File: config.mk
export PLATFORM = sky130hd
export DESIGN_NAME = uart_tx_arbiter
export DESIGN_NICKNAME = d
export VERILOG_FILES = /design/src/rtl/uart_tx_arb_pkg.sv /design/src/rtl/uart_tx_arbiter_rr_picker.sv /design/src/rtl/uart_tx_arbiter.sv
export SDC_FILE = /design/constraint.sdc
export NUM_CORES = 1
export LEC_CHECK = 0
export CAP_MARGIN = 20
export CELL_PAD_IN_SITES_DETAIL_PLACEMENT = 2
export CELL_PAD_IN_SITES_GLOBAL_PLACEMENT = 2
export CORE_MARGIN = 2
export CORE_UTILIZATION = 30
export CTS_BUF_LIST = sky130_fd_sc_hd__clkbuf_8 sky130_fd_sc_hd__clkbuf_16
export DETAILED_ROUTE_END_ITERATION = 10
export PLACE_DENSITY = 0.69
export REMOVE_ABC_BUFFERS = 1
export SETUP_SLACK_MARGIN = 0.1
export SLEW_MARGIN = 15
export SYNTH_ARGS = -nofsm -noshare
export SYNTH_HDL_FRONTEND = slang
export SYNTH_HIERARCHICAL = 1
export SYNTH_SLANG_ARGS = --single-unit
File: constraint.sdc
create_clock -name clk_Tx -period 6.2 [get_ports clk_Tx]
set_clock_uncertainty 0.15 [all_clocks]
set_input_delay 0.93 -clock clk_Tx [delete_from_list [all_inputs] [get_ports clk_Tx]]
set_output_delay 0.93 -clock clk_Tx [all_outputs]
set_load 0.005 [all_outputs]
File: src/rtl/uart_tx_arb_pkg.sv
// Shared types and width helpers for the UART transmit arbiter.
// The arbiter and its round-robin picker both import this package.
package uart_tx_arb_pkg;

  typedef enum logic [1:0] {
    ST_IDLE      = 2'd0,
    ST_WAIT_BUSY = 2'd1,
    ST_WAIT_DONE = 2'd2,
    ST_GAP       = 2'd3
  } arb_state_e;

  localparam int DEFAULT_N_REQ = 4;

  // Bits needed to hold 0..max_val; never less than one bit.
  function automatic int cnt_width(input int max_val);
    return (max_val < 1) ? 1 : $clog2(max_val + 1);
  endfunction

endpackage

File: src/rtl/uart_tx_arbiter_rr_picker.sv
// Combinational round-robin picker: first asserted request at or after ptr,
// wrapping modulo N_REQ.
module rr_picker
  import uart_tx_arb_pkg::*;
#(
  parameter int N_REQ = DEFAULT_N_REQ,
  localparam int PW = $clog2(N_REQ)
) (
  input  logic [N_REQ-1:0] req,
  input  logic [PW-1:0]    ptr,
  output logic             valid,
  output logic [PW-1:0]    idx,
  output logic [N_REQ-1:0] onehot
);

  // Rotated view: rot[gi] is the request sitting gi positions after ptr.
  logic [N_REQ-1:0] rot;
  logic [PW-1:0]    src [N_REQ];

  genvar gi;
  generate
    for (gi = 0; gi < N_REQ; gi++) begin : g_rot
      logic [PW:0] sum;
      assign sum     = {1'b0, ptr} + (PW+1)'(gi);
      assign src[gi] = (sum >= (PW+1)'(N_REQ)) ? PW'(sum - (PW+1)'(N_REQ)) : PW'(sum);
      assign rot[gi] = req[src[gi]];
    end
  endgenerate

  // Descending scan so the lowest rotated position (nearest to ptr) wins.
  always_comb begin
    valid  = 1'b0;
    idx    = '0;
    onehot = '0;
    for (int k = N_REQ - 1; k >= 0; k--) begin
      if (rot[k]) begin
        valid = 1'b1;
        idx   = src[k];
      end
    end
    if (valid) begin
      onehot[idx] = 1'b1;
    end
  end

endmodule

File: src/rtl/uart_tx_arbiter.sv
// Shares one byte UART transmitter among N_REQ requesters: round-robin grant,
// launch, wait for completion or timeout, acknowledge, then an enforced idle gap.
module uart_tx_arbiter
  import uart_tx_arb_pkg::*;
#(
  parameter int N_REQ          = DEFAULT_N_REQ,
  parameter int GAP_CYCLES     = 25000,
  parameter int TIMEOUT_CYCLES = 2000000
) (
  input  logic               clk_Tx,
  input  logic               rst,
  input  logic [N_REQ-1:0]   req,
  input  logic [8*N_REQ-1:0] req_data,
  output logic [N_REQ-1:0]   req_ack,
  output logic [N_REQ-1:0]   grant,
  output logic [7:0]         tx_data,
  output logic               tx_start,
  input  logic               tx_busy,
  input  logic               tx_done,
  output logic               busy,
  output logic               err_timeout,
  output logic [2:0]         err_id
);

  localparam int PW = $clog2(N_REQ);
  localparam int GW = cnt_width(GAP_CYCLES);
  localparam int TW = cnt_width(TIMEOUT_CYCLES);

  arb_state_e       state_q;
  logic [PW-1:0]    ptr_q;
  logic [PW-1:0]    grant_idx_q;
  logic [N_REQ-1:0] grant_q;
  logic [N_REQ-1:0] req_ack_q;
  logic [7:0]       tx_data_q;
  logic             tx_start_q;
  logic             busy_q;
  logic             err_timeout_q;
  logic [2:0]       err_id_q;
  logic [TW-1:0]    tmo_cnt_q;
  logic [GW-1:0]    gap_cnt_q;

  logic             pick_valid;
  logic [PW-1:0]    pick_idx;
  logic [N_REQ-1:0] pick_onehot;
  logic [PW-1:0]    ptr_d;
  logic             tmo_expire;
  logic             frame_end;
  logic [7:0]       req_bytes [N_REQ];

  genvar gi;
  generate
    for (gi = 0; gi < N_REQ; gi++) begin : g_bytes
      assign req_bytes[gi] = req_data[8*gi +: 8];
    end
  endgenerate

  rr_picker #(
    .N_REQ (N_REQ)
  ) u_picker (
    .req    (req),
    .ptr    (ptr_q),
    .valid  (pick_valid),
    .idx    (pick_idx),
    .onehot (pick_onehot)
  );

  assign ptr_d = (grant_idx_q == PW'(N_REQ - 1)) ? '0 : grant_idx_q + 1'b1;

  // Expires on the edge where the counter would reach TIMEOUT_CYCLES, so the
  // counter itself tops out one below the limit and cannot wrap.
  assign tmo_expire = ({1'b0, tmo_cnt_q} + 1'b1) >= (TW+1)'(TIMEOUT_CYCLES);
  assign frame_end  = tx_done | tmo_expire;

  always_ff @(posedge clk_Tx or posedge rst) begin
    if (rst) begin
      state_q       <= ST_IDLE;
      ptr_q         <= '0;
      grant_idx_q   <= '0;
      grant_q       <= '0;
      req_ack_q     <= '0;
      tx_data_q     <= 8'h00;
      tx_start_q    <= 1'b0;
      busy_q        <= 1'b0;
      err_timeout_q <= 1'b0;
      err_id_q      <= '0;
      tmo_cnt_q     <= '0;
      gap_cnt_q     <= '0;
    end else begin
      tx_start_q    <= 1'b0;
      req_ack_q     <= '0;
      err_timeout_q <= 1'b0;
      case (state_q)
        ST_IDLE: begin
          if (pick_valid) begin
            grant_q     <= pick_onehot;
            grant_idx_q <= pick_idx;
            tx_data_q   <= req_bytes[pick_idx];
            tx_start_q  <= 1'b1;
            tmo_cnt_q   <= '0;
            busy_q      <= 1'b1;
            state_q     <= ST_WAIT_BUSY;
          end
        end
        ST_WAIT_BUSY, ST_WAIT_DONE: begin
          if (frame_end) begin
            grant_q <= '0;
            ptr_q   <= ptr_d;
            // Completion takes priority over a coincident timeout.
            if (tx_done) begin
              req_ack_q <= grant_q;
            end else begin
              err_timeout_q <= 1'b1;
              err_id_q      <= 3'(grant_idx_q);
            end
            if (GAP_CYCLES == 0) begin
              state_q <= ST_IDLE;
              busy_q  <= 1'b0;
            end else begin
              state_q   <= ST_GAP;
              gap_cnt_q <= GW'(GAP_CYCLES);
            end
          end else begin
            tmo_cnt_q <= tmo_cnt_q + 1'b1;
            if ((state_q == ST_WAIT_BUSY) && tx_busy) begin
              state_q <= ST_WAIT_DONE;
            end
          end
        end
        ST_GAP: begin
          if (gap_cnt_q <= GW'(1)) begin
            state_q   <= ST_IDLE;
            busy_q    <= 1'b0;
            gap_cnt_q <= '0;
          end else begin
            gap_cnt_q <= gap_cnt_q - 1'b1;
          end
        end
        default: begin
          state_q <= ST_IDLE;
          busy_q  <= 1'b0;
        end
      endcase
    end
  end

  assign req_ack     = req_ack_q;
  assign grant       = grant_q;
  assign tx_data     = tx_data_q;
  assign tx_start    = tx_start_q;
  assign busy        = busy_q;
  assign err_timeout = err_timeout_q;
  assign err_id      = err_id_q;

endmodule

======== Yosys cells after proc, flatten, opt, wreduce, memory -nomap -nowiden ========
Cells that the tools add are included.
cells by class
  add/sub/neg operators ................... 11
  order comparisons ....................... 13
  equality and inequality tests ........... 9
  muxes and demuxes ....................... 51
  bitwise operators ....................... 3
  reductions and logical operators ........ 15
operators by type and width
  operator                 number
  $mux W21                 2
  $pmux W21 S2             1
  $mux W15                 2
  $pmux W15 S2             1
  $mux W2                  13
  $add A21 B1 Y22 const B  1
  $ge A22 B21 Y1 const B   1
  $add A21 B1 Y21 const B  1
  $mux W4                  5
  $bmux W8 S2              1
  $mux W1                  16
  $mux W8                  2
  $le A15 B1 Y1 const B    1
  $lt A2 B3 Y1 const B     5
  $reduce_and A3 Y1        5
  $sub A15 B1 Y15 const B  1
  $ge A3 B3 Y1 const B     4
  $bmux W1 S2              4
  $ne A2 B2 Y1 const B     4
  $pmux W4 S2              1
  $sub A2 B1 Y2 const B    4
  $add A2 B2 Y3 const B    2
  $eq A2 B2 Y1 const B     3
  $pmux W2 S3              1
  other kinds (16)         21
storage, ports and cells
  register bits after elaboration ......... 63
  input bits .............................. 40
  output and inout port bits .............. 22
  word-level logic and storage cells ...... 114

======== Depth between registers and ports, before layout ========
Gate-level depths: netlist of the first run.
  depth in word-level cells ............... 15
  depth in mapped cells ................... 12
  depth with buffers taken out ............ 9

======== Modules after synthesis ========
The synthesis of the first run kept the hierarchy.
modules (own cells, without submodules)
  module           instances  cells each  area each (µm²)  seq. area each (µm²)
  uart_tx_arbiter  1          433         4052.6           1576.5
  rr_picker        1          29          182.7            0.0

======== Least setup slack after synthesis of the first run ========
OpenSTA, ideal clock, no wires.
  path type ............................... input to register
  start ................................... input req[3]
  end ..................................... register tx_data_q[0] (netlist: tx_data[0])
  library setup time ...................... 0.125 ns
  data arrival time ....................... 2.615 ns
  data required time ...................... 5.925 ns
  slack ................................... 3.310 ns
  cell stages on the path ................. 6
  path buffers ............................ 2
  cells stage by stage .................... buf_4 > o21bai_1 > a221oi_2 > clkbuf_1 > mux4_2 > mux2_2
on the way
  longest elaborated chain between the ends .. 10
  elaborated cells on any way between the ends .. 21
  classes of those cells .................. mux: 19; bitwise: 1; reduce/logical: 1
ends and longest elaborated chain
  item                                           line                             text
  from (decl)                                    uart_tx_arbiter.sv:12            input logic [N_REQ-1:0] req,
  $bmux W1 S2                                    uart_tx_arbiter_rr_picker.sv:26  assign rot[gi] = req[src[gi]];
  $mux W1 (not written as such)                  uart_tx_arbiter_rr_picker.sv:26
  $mux W2 (3 in series)                          uart_tx_arbiter_rr_picker.sv:36  if (rot[k]) begin
  $mux W2 *                                      uart_tx_arbiter_rr_picker.sv:36
  via pick_idx[0]                                uart_tx_arbiter.sv:43            logic [PW-1:0] pick_idx;
  $not A2 Y3 (not written as such) *             uart_tx_arbiter.sv:97            tx_data_q <= req_bytes[pick_idx];
  $bmux W8 S2 *                                  uart_tx_arbiter.sv:97
  $mux W8 (not written as such) * (2 in series)  uart_tx_arbiter.sv:97
  to (signal assigned)                           uart_tx_arbiter.sv:97
  to (decl)                                      uart_tx_arbiter.sv:34            logic [7:0] tx_data_q;
Mark *: on every way through the listed nets, which the timed path passes. The rest lies on a longest branch. The select of a mux whose other input is x is not followed.
A chain may end at the register's enable or synchronous reset.

======== Worst setup path in the final report of the first run ========
  start ................................... register tmo_cnt_q[0]
  end ..................................... register ptr_q[0]
on the way
  longest elaborated chain between the ends .. 4
ends and longest elaborated chain
  item                                line                    text
  from (decl)                         uart_tx_arbiter.sv:39   logic [TW-1:0] tmo_cnt_q;
  from (signal assigned)              uart_tx_arbiter.sv:123  tmo_cnt_q <= tmo_cnt_q + 1'b1;
  $add A21 B1 Y22                     uart_tx_arbiter.sv:71   assign tmo_expire = ({1'b0, tmo_cnt_q} + 1'b1) >= (TW+1)'(TIMEOUT_CYCLES);
  $ge A22 B21 Y1                      uart_tx_arbiter.sv:71
  $or A1 B1 Y1                        uart_tx_arbiter.sv:72   assign frame_end = tx_done | tmo_expire;
  $reduce_and A2 Y1 (no source line)  --
  to (signal assigned)                uart_tx_arbiter.sv:107  ptr_q <= ptr_d;
  to (decl)                           uart_tx_arbiter.sv:30   logic [PW-1:0] ptr_q;
No other way between the ends.

==> impl_metrics.env, run 1 <==
export IMPL_status="complete, no violations"
export IMPL_htree_levels=3
export IMPL_ys_ff_latch=63
export IMPL_finalSetupViolCount=0
export IMPL_post_route_period_util_pct=64.7
export IMPL_period_needed_ns=4.01
export IMPL_synthCells=462
export IMPL_cts_buffers=9
export IMPL_tns_ns=0
export IMPL_slew_headroom_pct=35.4
export IMPL_rsz0062_at_grt="no"
export IMPL_antenna_left=0
export IMPL_crit_path_end_kind="flop"
export IMPL_synth_top_family_by_area="simple AND/OR/NAND/NOR gates"
export IMPL_p_leak_nw=2.16
export IMPL_path_cells="ha_1 > nand3_1 > nor4_4 > xnor2_1 > nand3_1 > o211ai_1 > and2_1 > nand2_1 > mux2_2"
export IMPL_clk_pin_slew_ns=0.06
export IMPL_netlist_area_um2=4240
export IMPL_synth_edf_count=0
export IMPL_drt_iter0_drc=124
export IMPL_cts_max_path_buffers=2
export IMPL_wl_mm=13.9
export IMPL_start_util_pct=30.6
export IMPL_ys_warn_count=6
export IMPL_area_growth_pct=23.6
export IMPL_hold_viol_final=0
export IMPL_synth_top_flop_cell="dfrtp_1"
export IMPL_crit_slowest_cell="and2_1"
export IMPL_grt_pass1_wl_mm=23.3
export IMPL_start_kind="flop"
export IMPL_dp_hpwl_mm=9.78
export IMPL_crit_fanout=20
export IMPL_nets=546
export IMPL_fp_row_count=43
export IMPL_synthAdderAreaFrac_pct=2.07
export IMPL_postCtsHoldBufs=0
export IMPL_dp_slack_ns=2.24
export IMPL_drive_gt1_share_pct=10.9
export IMPL_overflow=0
export IMPL_synth_compound_area_share_pct=20.0
export IMPL_yosys_area_share_simple_pct=24.8
export IMPL_muxShareOfSynthArea_pct=9.16
export IMPL_dr_pass1_iters=4
export IMPL_viasPerCell=5.68
export IMPL_ys_seq_area_share_pct=37.2
export IMPL_grt_pass1_vias=4318
export IMPL_die_height_um=123
export IMPL_synthArstFlopShare_pct=100
export IMPL_arrival_ns=4.08
export IMPL_synth_avg_cell_area_um2=9.17
export IMPL_coreArea_um2=13800
export IMPL_post_route_drc_count=0
export IMPL_worst_pin_slew_ns=0.961
export IMPL_vias=3888
export IMPL_antenna_found_initial=0
export IMPL_io_buffers=60
export IMPL_die_width_um=123
export IMPL_slew_violations=0
export IMPL_grt_max_degree=64
export IMPL_dieArea_um2=15100
export IMPL_max_freq_mhz=249
export IMPL_critPathKind="flop to flop"
export IMPL_cap_violations=0
export IMPL_gp_congestion=0.775
export IMPL_clockRootBuffer="clkbuf_16"
export IMPL_hp_class="flop to flop"
export IMPL_grt_use_total_pct=20.1
export IMPL_slowest_delay_ns=0.78
export IMPL_crit_top_cell="nand3_1"
export IMPL_cts_sink_count=63
export IMPL_cts_setup_buffers=0
export IMPL_p_per_area_nw_per_um2=441
export IMPL_vdd_drop_max_uv=212
export IMPL_clk_latency_ns=0.34
export IMPL_synth_xor_area_share_pct=0.827
export IMPL_post_cts_resized=0
export IMPL_antennaDiodeCount=0
export IMPL_cts_tree="built"
export IMPL_setup_ws_ns=2.19
export IMPL_wire_per_inst_um=20.4
export IMPL_io_pins=62
export IMPL_required_ns=6.27
export IMPL_synth_distinct_cells=71
[cell usage after synthesis, drive strengths merged, types with 14 or more instances]
| cell type | n | area, um^2 |
|---|---|---|
| a21oi | 17 | 85.1 |
| dfrtp | 63 | 1580 |
| clkbuf | 22 | 85.1 |
| nand3 | 16 | 80.1 |
| nor2 | 25 | 93.8 |
| mux2 | 14 | 158 |
| o211ai | 16 | 120 |
| o21ai | 18 | 93.8 |
| nand2 | 57 | 219 |
| nor3 | 16 | 80.1 |
| inv | 17 | 63.8 |
| nand4 | 16 | 115 |
| buf | 16 | 100 |
[power by group]
| group | leakage [nW] | internal, mW | total [mW] | switching (mW) |
|---|---|---|---|---|
| Clock | 0.168 | 0.370 | 0.562 | 0.192 |
| Combinational | 1.18 | 0.440 | 1.08 | 0.643 |
| Sequential | 0.805 | 0.522 | 0.663 | 0.141 |
| Total | 2.16 | 1.33 | 2.31 | 0.977 |
[cell usage in the layout (no fill, tap or decap), types with 6 or more instances in the layout]
master / instances
nand3_1: 16
nor2_1: 25
clkbuf_16: 9
nand2_1: 55
mux2_2: 14
dfrtp_1: 63
mux4_2: 8
a22o_1: 6
nand2b_1: 6
o31ai_1: 6
a21o_1: 6
nor3_1: 16
a21oi_1: 17
nand4_1: 15
and3_1: 13
inv_1: 18
ha_1: 7
o211ai_1: 16
o21ai_0: 15
or3_1: 8
clkdlybuf4s50_1: 60
[critical path: cells and delay by family (launching register included)]
family / cells / cell delay [ns]
XOR/XNOR: 1 / 0.18
flip-flops: 1 / 0.41
AO/OA/AOI/OAI: 1 / 0.38
AND/OR/NAND/NOR: 5 / 2.17
adder cells (fa/ha/maj): 1 / 0.27
multiplexers: 1 / 0.32
[per-stage QoR]
step,util (%),cell area (um^2),power [mW],std cells,hold WS [ns]
floorplan,-,4050,1.30,424,0.307
global placement,35.5,4900,1.71,667,0.337
detailed placement,35.5,4900,1.75,667,0.345
CTS,37.8,5230,2.34,683,0.349
global route,37.9,5240,2.49,684,0.366
finish,37.9,5240,2.31,684,0.345
[cell type report]
cell class / count / area (um^2)
clock buffers: 11 / 253
inverters: 17 / 63.8
multi-input cells: 344 / 2410
repair buffers: 64 / 631
flip-flops and latches: 63 / 1580
well taps: 180 / 225
clock inverters: 5 / 72.6
fillers: 1506 / 8590
[final timing paths]
path | depth (start not counted) | endpoint | slack, ns | startpoint
min in group asynchronous | 3 | req_ack[2]$_DFF_PP0_ | 1.04 | rst
setup / recovery | 9 | ptr_q[0]$_DFFE_PP0P_ | 2.19 | tmo_cnt_q[0]$_DFFE_PP0P_
setup reg to reg | 9 | ptr_q[0]$_DFFE_PP0P_ | 2.19 | tmo_cnt_q[0]$_DFFE_PP0P_
max in group asynchronous | 3 | tmo_cnt_q[13]$_DFFE_PP0P_ | 4.27 | rst
hold reg to reg | 2 | gap_cnt_q[10]$_DFFE_PP0P_ | 0.34 | gap_cnt_q[10]$_DFFE_PP0P_
hold / removal | 2 | gap_cnt_q[10]$_DFFE_PP0P_ | 0.34 | gap_cnt_q[10]$_DFFE_PP0P_
[cell families (layout without fill, tap and decap cells)]
group | count (synthesis) | in the layout
and+or+nand+nor | 191 | 191
muxes | 27 | 27
adders and majority gates | 7 | 7
AOI/OAI and AO/OA | 114 | 114
other | 1 | 1
DFF | 63 | 63
xor gates and xnor gates | 4 | 4
buffers and inverters | 55 | 97
[state kept, by name, summed over array words and instances (netlist names)]
register and count:
busy 1, err_id 2, err_timeout 1, gap_cnt_q 15
grant 4, grant_idx_q 2, ptr_q 2, req_ack 4
state_q 2, tmo_cnt_q 21, tx_data 8, tx_start 1
[layer usage]
| metal | track usage (%) | vias up | wire length (um) |
|---|---|---|---|
| met5 | 0 | - | 0 |
| met4 | 6.32 | 0 | 196 |
| met3 | 2.74 | 12 | 325 |
| met2 | 34.2 | 59 | 6920 |
| met1 | 26.5 | 2007 | 6500 |
| li1 | - | 1810 | - |
Note: power is estimated with default switching activity, not from simulation.
==> run 2, diff against run 1 <==
==> constraint.sdc (replaced) <==
create_clock -name clk_Tx -period 3.7 [get_ports clk_Tx]
set_clock_uncertainty 0.15 [all_clocks]
set_input_delay 0.555 -clock clk_Tx [delete_from_list [all_inputs] [get_ports clk_Tx]]
set_output_delay 0.555 -clock clk_Tx [all_outputs]
set_load 0.005 [all_outputs]
==> run 2 against run 1 <==
Net effect:
- die area stayed put
- critical path depth unchanged
- global-route usage increased by 0.49 points
- count of clock-buffer cells in the layout is the same
- first-iteration DRC count is 84% higher
- core utilization increased by 1.1 points
- total power rose by 67%
- maximum frequency is 21% higher
- cell count up 3.1%
- cell area grew 2.8%
- critical path type unchanged
- critical endpoint is now tmo_cnt_q[10]$_DFFE_PP0P_
- largest cell class unchanged
- largest power group unchanged
- highest routed layer unchanged
==> impl_metrics.env, run 2 (synthesis results as in run 1) <==
export IMPL_vias=3991
export IMPL_finalSetupViolCount=0
export IMPL_io_pins=62
export IMPL_drive_gt1_share_pct=15.6
export IMPL_period_needed_ns=3.32
export IMPL_r2r_start="tmo_cnt_q[3]$_DFFE_PP0P_"
export IMPL_cap_violations=0
export IMPL_fill_cells=1464
export IMPL_nets=567
export IMPL_start_kind="flop"
export IMPL_final_cell_mix="63 x dfrtp_1, 60 x clkdlybuf4s50_1, 54 x nand2_1"
export IMPL_dr_pass1_iters=4
export IMPL_grt_pass1_vias=4304
export IMPL_p_clk_share_pct=21.1
export IMPL_vdd_drop_max_uv=315
export IMPL_htree_levels=3
export IMPL_grt_max_degree=38
export IMPL_dpl_instance_area_um2=5060
export IMPL_viasPerCell=5.66
export IMPL_max_flop_register="tmo_cnt_q"
export IMPL_post_route_drc_count=0
export IMPL_grt_use_met3_pct=3.86
export IMPL_die_height_um=123
export IMPL_clk_pin_slew_ns=0.06
export IMPL_met2_usage_pct=32.2
export IMPL_slew_violations=0
export IMPL_grt_busiest_layer="met2"
export IMPL_r2r_slack_ns=0.38
export IMPL_tns_ns=0
export IMPL_overflow=0
export IMPL_grt_use_total_pct=20.6
export IMPL_hold_viol_final=0
export IMPL_holdCritStartpoint="tx_data[1]$_DFFE_PP0P_"
export IMPL_grtUsageMet1_pct=28.4
export IMPL_cts_buffers=9
export IMPL_coreArea_um2=13800
export IMPL_hp_class="flop to flop"
export IMPL_status="complete, no violations"
export IMPL_p_sw_share_pct=43.8
export IMPL_crit_path_end_kind="flop"
export IMPL_crit_fanout=11
export IMPL_clockRootBuffer="clkbuf_16"
export IMPL_start_util_pct=30.6
export IMPL_arrival_ns=3.39
export IMPL_comb_power_share_pct=51.0
export IMPL_cts_max_path_buffers=2
export IMPL_p_per_area_nw_per_um2=715
export IMPL_p_int_mw=2.16
export IMPL_antennaDiodeCount=0
export IMPL_required_ns=3.77
export IMPL_sequentialPowerShare_pct=27.9
export IMPL_clk_latency_ns=0.34
export IMPL_cts_tree="built"
export IMPL_dieArea_um2=15100
export IMPL_startpoint="tmo_cnt_q[3]$_DFFE_PP0P_"
export IMPL_grt_pass1_wl_mm=23.8
export IMPL_layout_commonest_cell="dfrtp_1"
export IMPL_largest_register_ff_count=21
export IMPL_io_buffers=60
export IMPL_gp_congestion=0.808
export IMPL_die_width_um=123
export IMPL_area_growth_pct=27.1
export IMPL_p_leak_nw=2.25
export IMPL_cts_sink_count=63
export IMPL_antenna_found_initial=0
export IMPL_rr_worst_depth=9
export IMPL_wl_mm=14.4
export IMPL_hold_depth=1
export IMPL_slew_headroom_pct=43.5
export IMPL_dp_hpwl_mm=10.3
export IMPL_worst_pin_slew_ns=0.848
export IMPL_antenna_left=0
export IMPL_post_route_period_util_pct=89.7
export IMPL_design_area_um2=5380
export IMPL_max_freq_mhz=301
export IMPL_drt_iter0_drc=228
export IMPL_power_switching_mw=1.69
export IMPL_fp_row_count=43
export IMPL_wire_per_inst_um=20.4
export IMPL_critPathKind="flop to flop"
export IMPL_rsz0062_at_grt="no"
-- run 2: cell types whose count changed in the layout (fill, tap and decap cells not counted), moves of 2 or more --
| cell | before | now |
|---|---|---|
| nor3_2 | 0 | 2 |
| bufinv_16 | 2 | 0 |
| buf_4 | 4 | 24 |
| nor3_1 | 16 | 14 |
-- run 2: what timing repair did --
action	4_1_cts	5_1_grt
hold endpoints to repair	0	0
resized for setup	0	6
setup endpoints to repair	0	27
hold buffers	0	0
setup buffers	0	2
-- run 2: power by group through the flow --
stage | registers, mW | logic, mW | clock network [mW]
final | 1.07 | 1.96 | 0.811
after global routing | 1.11 | 2.18 | 0.863
after CTS | 1.08 | 1.98 | 0.834
after detailed placement | 1.08 | 1.97 | 0
after global placement | 1.06 | 1.89 | 0
after floorplan | 1.05 | 1.13 | 0
-- run 2: layer usage --
metal  vias to the layer above  wire [um]
met3                        15        531
met2                        75       6870
met5                         -          0
met1                      2051       6770
li1                       1850          -
met4                         0        244
-- run 2: worst max-delay path, cell delays in order, from the launching register on --
cell and delay [ns]:
dfrtp_1 0.50, nand4_1 0.29, nor4_4 0.61, a31o_1 0.23
nand4b_1 0.18, o21ai_2 0.29, and2_2 0.36, buf_4 0.20
nor2_1 0.05, a221o_1 0.32
-- run 2: through the flow --
step	hold slack [ns]	setup slack [ns]	total power, mW	cells	utilization (%)
after floorplan	0.307	0.354	2.19	424	-
after detailed placement	0.350	0.183	3.05	687	36.6
after CTS	0.364	0.150	3.89	703	38.6
after global placement	0.334	0.419	2.95	687	36.6
final	0.357	0.382	3.85	705	38.9
after global routing	0.379	0.144	4.15	705	38.9
-- run 2: layout make-up --
cell class / instances / area [um^2] / area share (%)
multi-input cells: 344 / 2440 / 45.3
flip-flops and latches: 63 / 1580 / 29.3
repair buffers: 85 / 801 / 14.9
clock buffers: 11 / 253 / 4.70
well taps: 180 / 225 / 4.19
inverters: 17 / 63.8 / 1.19
clock inverters: 5 / 25.0 / 0.465
-- run 2: path summary, 6_finish.rpt --
path / endpoint
min reg2reg: tx_data[1]$_DFFE_PP0P_
min: tx_data[1]$_DFFE_PP0P_
max in group asynchronous: gap_cnt_q[10]$_DFFE_PP0P_
max reg2reg: tmo_cnt_q[10]$_DFFE_PP0P_
min in group asynchronous: tmo_cnt_q[18]$_DFFE_PP0P_
max: tmo_cnt_q[10]$_DFFE_PP0P_
==> run 3, diff against run 2 <==
--- a/config.mk
+++ b/config.mk
@@ -12,7 +12,7 @@
 export CORE_UTILIZATION = 30
 export CTS_BUF_LIST = sky130_fd_sc_hd__clkbuf_8 sky130_fd_sc_hd__clkbuf_16
 export DETAILED_ROUTE_END_ITERATION = 10
-export PLACE_DENSITY = 0.69
+export PLACE_DENSITY = 0.84
 export REMOVE_ABC_BUFFERS = 1
 export SETUP_SLACK_MARGIN = 0.1
 export SLEW_MARGIN = 15
==> run 3 against run 2 <==
Net effect:
- setup slack got worse by 0.25 ns
- highest routed layer unchanged
- critical path type unchanged
- count of clock-buffer cells in the layout is 2 lower
- global-route usage up 1.5 points
- sequential cell count stayed put
- core utilization increased by 0.12 points
- cell count shrank 0.14%
- combinational power is essentially flat
- critical path depth is 1 higher
- register-to-register slack got worse by 0.25 ns
- first-iteration DRC count grew 45%
- maximum frequency shrank 7.0%
- wire length increased by 18%
==> impl_metrics.env, run 3 (synthesis results as in run 1) <==
export IMPL_start_util_pct=30.6
export IMPL_clk_latency_ns=0.35
export IMPL_grt_pass1_wl_mm=25.4
export IMPL_gp_congestion=0.795
export IMPL_p_sw_share_pct=44.5
export IMPL_fill_cells=1475
export IMPL_cap_violations=0
export IMPL_antenna_left=0
export IMPL_max_freq_mhz=280
export IMPL_viasPerCell=5.97
export IMPL_comb_power_share_pct=48.8
export IMPL_reg2reg_to="gap_cnt_q[8]$_DFFE_PP0P_"
export IMPL_p_int_mw=2.24
export IMPL_slew_violations=0
export IMPL_cts_buffers=9
export IMPL_cts_sink_count=63
export IMPL_grt_pass1_vias=4483
export IMPL_post_route_drc_count=0
export IMPL_grt_max_degree=64
export IMPL_p_leak_nw=2.26
export IMPL_design_area_um2=5400
export IMPL_hp_class="flop to flop"
export IMPL_dpl_instance_area_um2=5000
export IMPL_fin_util_pct=39.0
export IMPL_p_clk_share_pct=23.2
export IMPL_wl_mm=17.1
export IMPL_p_per_area_nw_per_um2=748
export IMPL_io_pins=62
export IMPL_dp_hpwl_mm=10.9
export IMPL_slew_headroom_pct=33.9
export IMPL_hold_viol_final=0
export IMPL_dr_pass1_iters=4
export IMPL_sequentialPowerShare_pct=28.0
export IMPL_overflow=0
export IMPL_cts_max_path_buffers=2
export IMPL_coreArea_um2=13800
export IMPL_required_ns=3.78
export IMPL_worst_pin_slew_ns=0.991
export IMPL_crit_end="gap_cnt_q[8]$_DFFE_PP0P_"
export IMPL_critPathKind="flop to flop"
export IMPL_postCtsHoldBufs=0
export IMPL_largest_register_ff_count=21
export IMPL_drive_gt1_share_pct=15.1
export IMPL_clk_pin_slew_ns=0.05
export IMPL_power_switching_mw=1.80
export IMPL_dieArea_um2=15100
export IMPL_area_growth_pct=27.4
export IMPL_rr_worst_depth=10
export IMPL_drt_iter0_drc=330
export IMPL_die_width_um=123
export IMPL_die_height_um=123
export IMPL_wire_per_inst_um=24.2
export IMPL_max_flop_register="tmo_cnt_q"
export IMPL_r2r_slack_ns=0.13
export IMPL_start_kind="flop"
export IMPL_startpoint="tmo_cnt_q[0]$_DFFE_PP0P_"
export IMPL_crit_fanout=14
export IMPL_final_cell_mix="63 x dfrtp_1, 60 x clkdlybuf4s50_1, 54 x nand2_1"
export IMPL_crit_path_end_kind="flop"
export IMPL_nets=566
export IMPL_cts_tree="built"
export IMPL_post_route_period_util_pct=96.4
export IMPL_power_mw=4.04
export IMPL_io_buffers=60
export IMPL_period_needed_ns=3.57
export IMPL_htree_levels=3
export IMPL_status="complete, no violations"
export IMPL_arrival_ns=3.65
export IMPL_grt_use_total_pct=22.1
export IMPL_vdd_drop_max_uv=329
export IMPL_clockRootBuffer="clkbuf_16"
export IMPL_finalSetupViolCount=0
export IMPL_r2r_start="tmo_cnt_q[0]$_DFFE_PP0P_"
export IMPL_fp_row_count=43
export IMPL_vias=4203
export IMPL_antenna_found_initial=0
export IMPL_layout_commonest_cell="dfrtp_1"
export IMPL_antennaDiodeCount=0
run 3: layout make-up:
type / count / area, um^2 / share of cell area [%]
inverter: 17 / 63.8 / 1.18
sequential: 63 / 1580 / 29.2
multi-input combinational: 344 / 2430 / 45.1
clock inverter: 7 / 81.3 / 1.51
timing repair buffer: 84 / 793 / 14.7
clock buffer: 9 / 225 / 4.17
tap: 180 / 225 / 4.17
run 3: what timing repair did:
action                     CTS  global route
setup endpoints to repair    2            22
buffers inserted             0             9
gates resized for setup      1             4
cloned                       0             0
pin swaps                    0             4
run 3: how the worst min path moves through the flow:
| stage | from | endpoint | cells past startpoint | slack (ns) |
|---|---|---|---|---|
| 3_3_place_gp | gap_cnt_q[10]$_DFFE_PP0P_ | gap_cnt_q[10]$_DFFE_PP0P_ | 2 | 0.33 |
| 5_1_grt | tx_data[0]$_DFFE_PP0P_ | tx_data[0]$_DFFE_PP0P_ | 1 | 0.37 |
| 6_report | tx_data[0]$_DFFE_PP0P_ | tx_data[0]$_DFFE_PP0P_ | 1 | 0.36 |
| 4_1_cts | tx_data[5]$_DFFE_PP0P_ | tx_data[5]$_DFFE_PP0P_ | 1 | 0.36 |
| 2_1_floorplan | gap_cnt_q[10]$_DFFE_PP0P_ | gap_cnt_q[10]$_DFFE_PP0P_ | 2 | 0.31 |
| 3_5_place_dp | tx_data[5]$_DFFE_PP0P_ | tx_data[5]$_DFFE_PP0P_ | 1 | 0.35 |
run 3: power groups by stage:
stage | registers (mW) | logic [mW] | clock network, mW
final | 1.13 | 1.97 | 0.937
after global routing | 1.15 | 2.13 | 0.979
after CTS | 1.12 | 1.92 | 0.930
after detailed placement | 1.12 | 1.87 | 0
after global placement | 1.09 | 1.77 | 0
after floorplan | 1.05 | 1.13 | 0
run 3: through the flow:
stage          instances  setup TNS, ns  hold WS (ns)  worst slack [ns]
6_report             704              0         0.356             0.134
5_1_grt              704        -0.0417         0.372           -0.0417
4_1_cts              695              0         0.362            0.0582
3_5_place_dp         679              0         0.352             0.134
3_3_place_gp         679              0         0.331             0.406
2_1_floorplan        424              0         0.307             0.354
run 3: critical path, stage by stage, from the launching register on:
cell	delay [ns]
dfrtp_1	0.44
ha_1	0.30
nand3_2	0.23
nor4_4	0.38
buf_4	0.21
a21oi_1	0.10
nand4b_1	0.31
o21ai_1	0.31
nand2_2	0.26
or4b_1	0.55
a22o_1	0.20
run 3: per-layer routing:
metal | share of wire [%] | global-route usage, %
met1 | 40 | 26.9
met2 | 53 | 38.7
met3 | 3.7 | 4.46
met4 | 2.8 | 7.83
met5 | 0 | 0
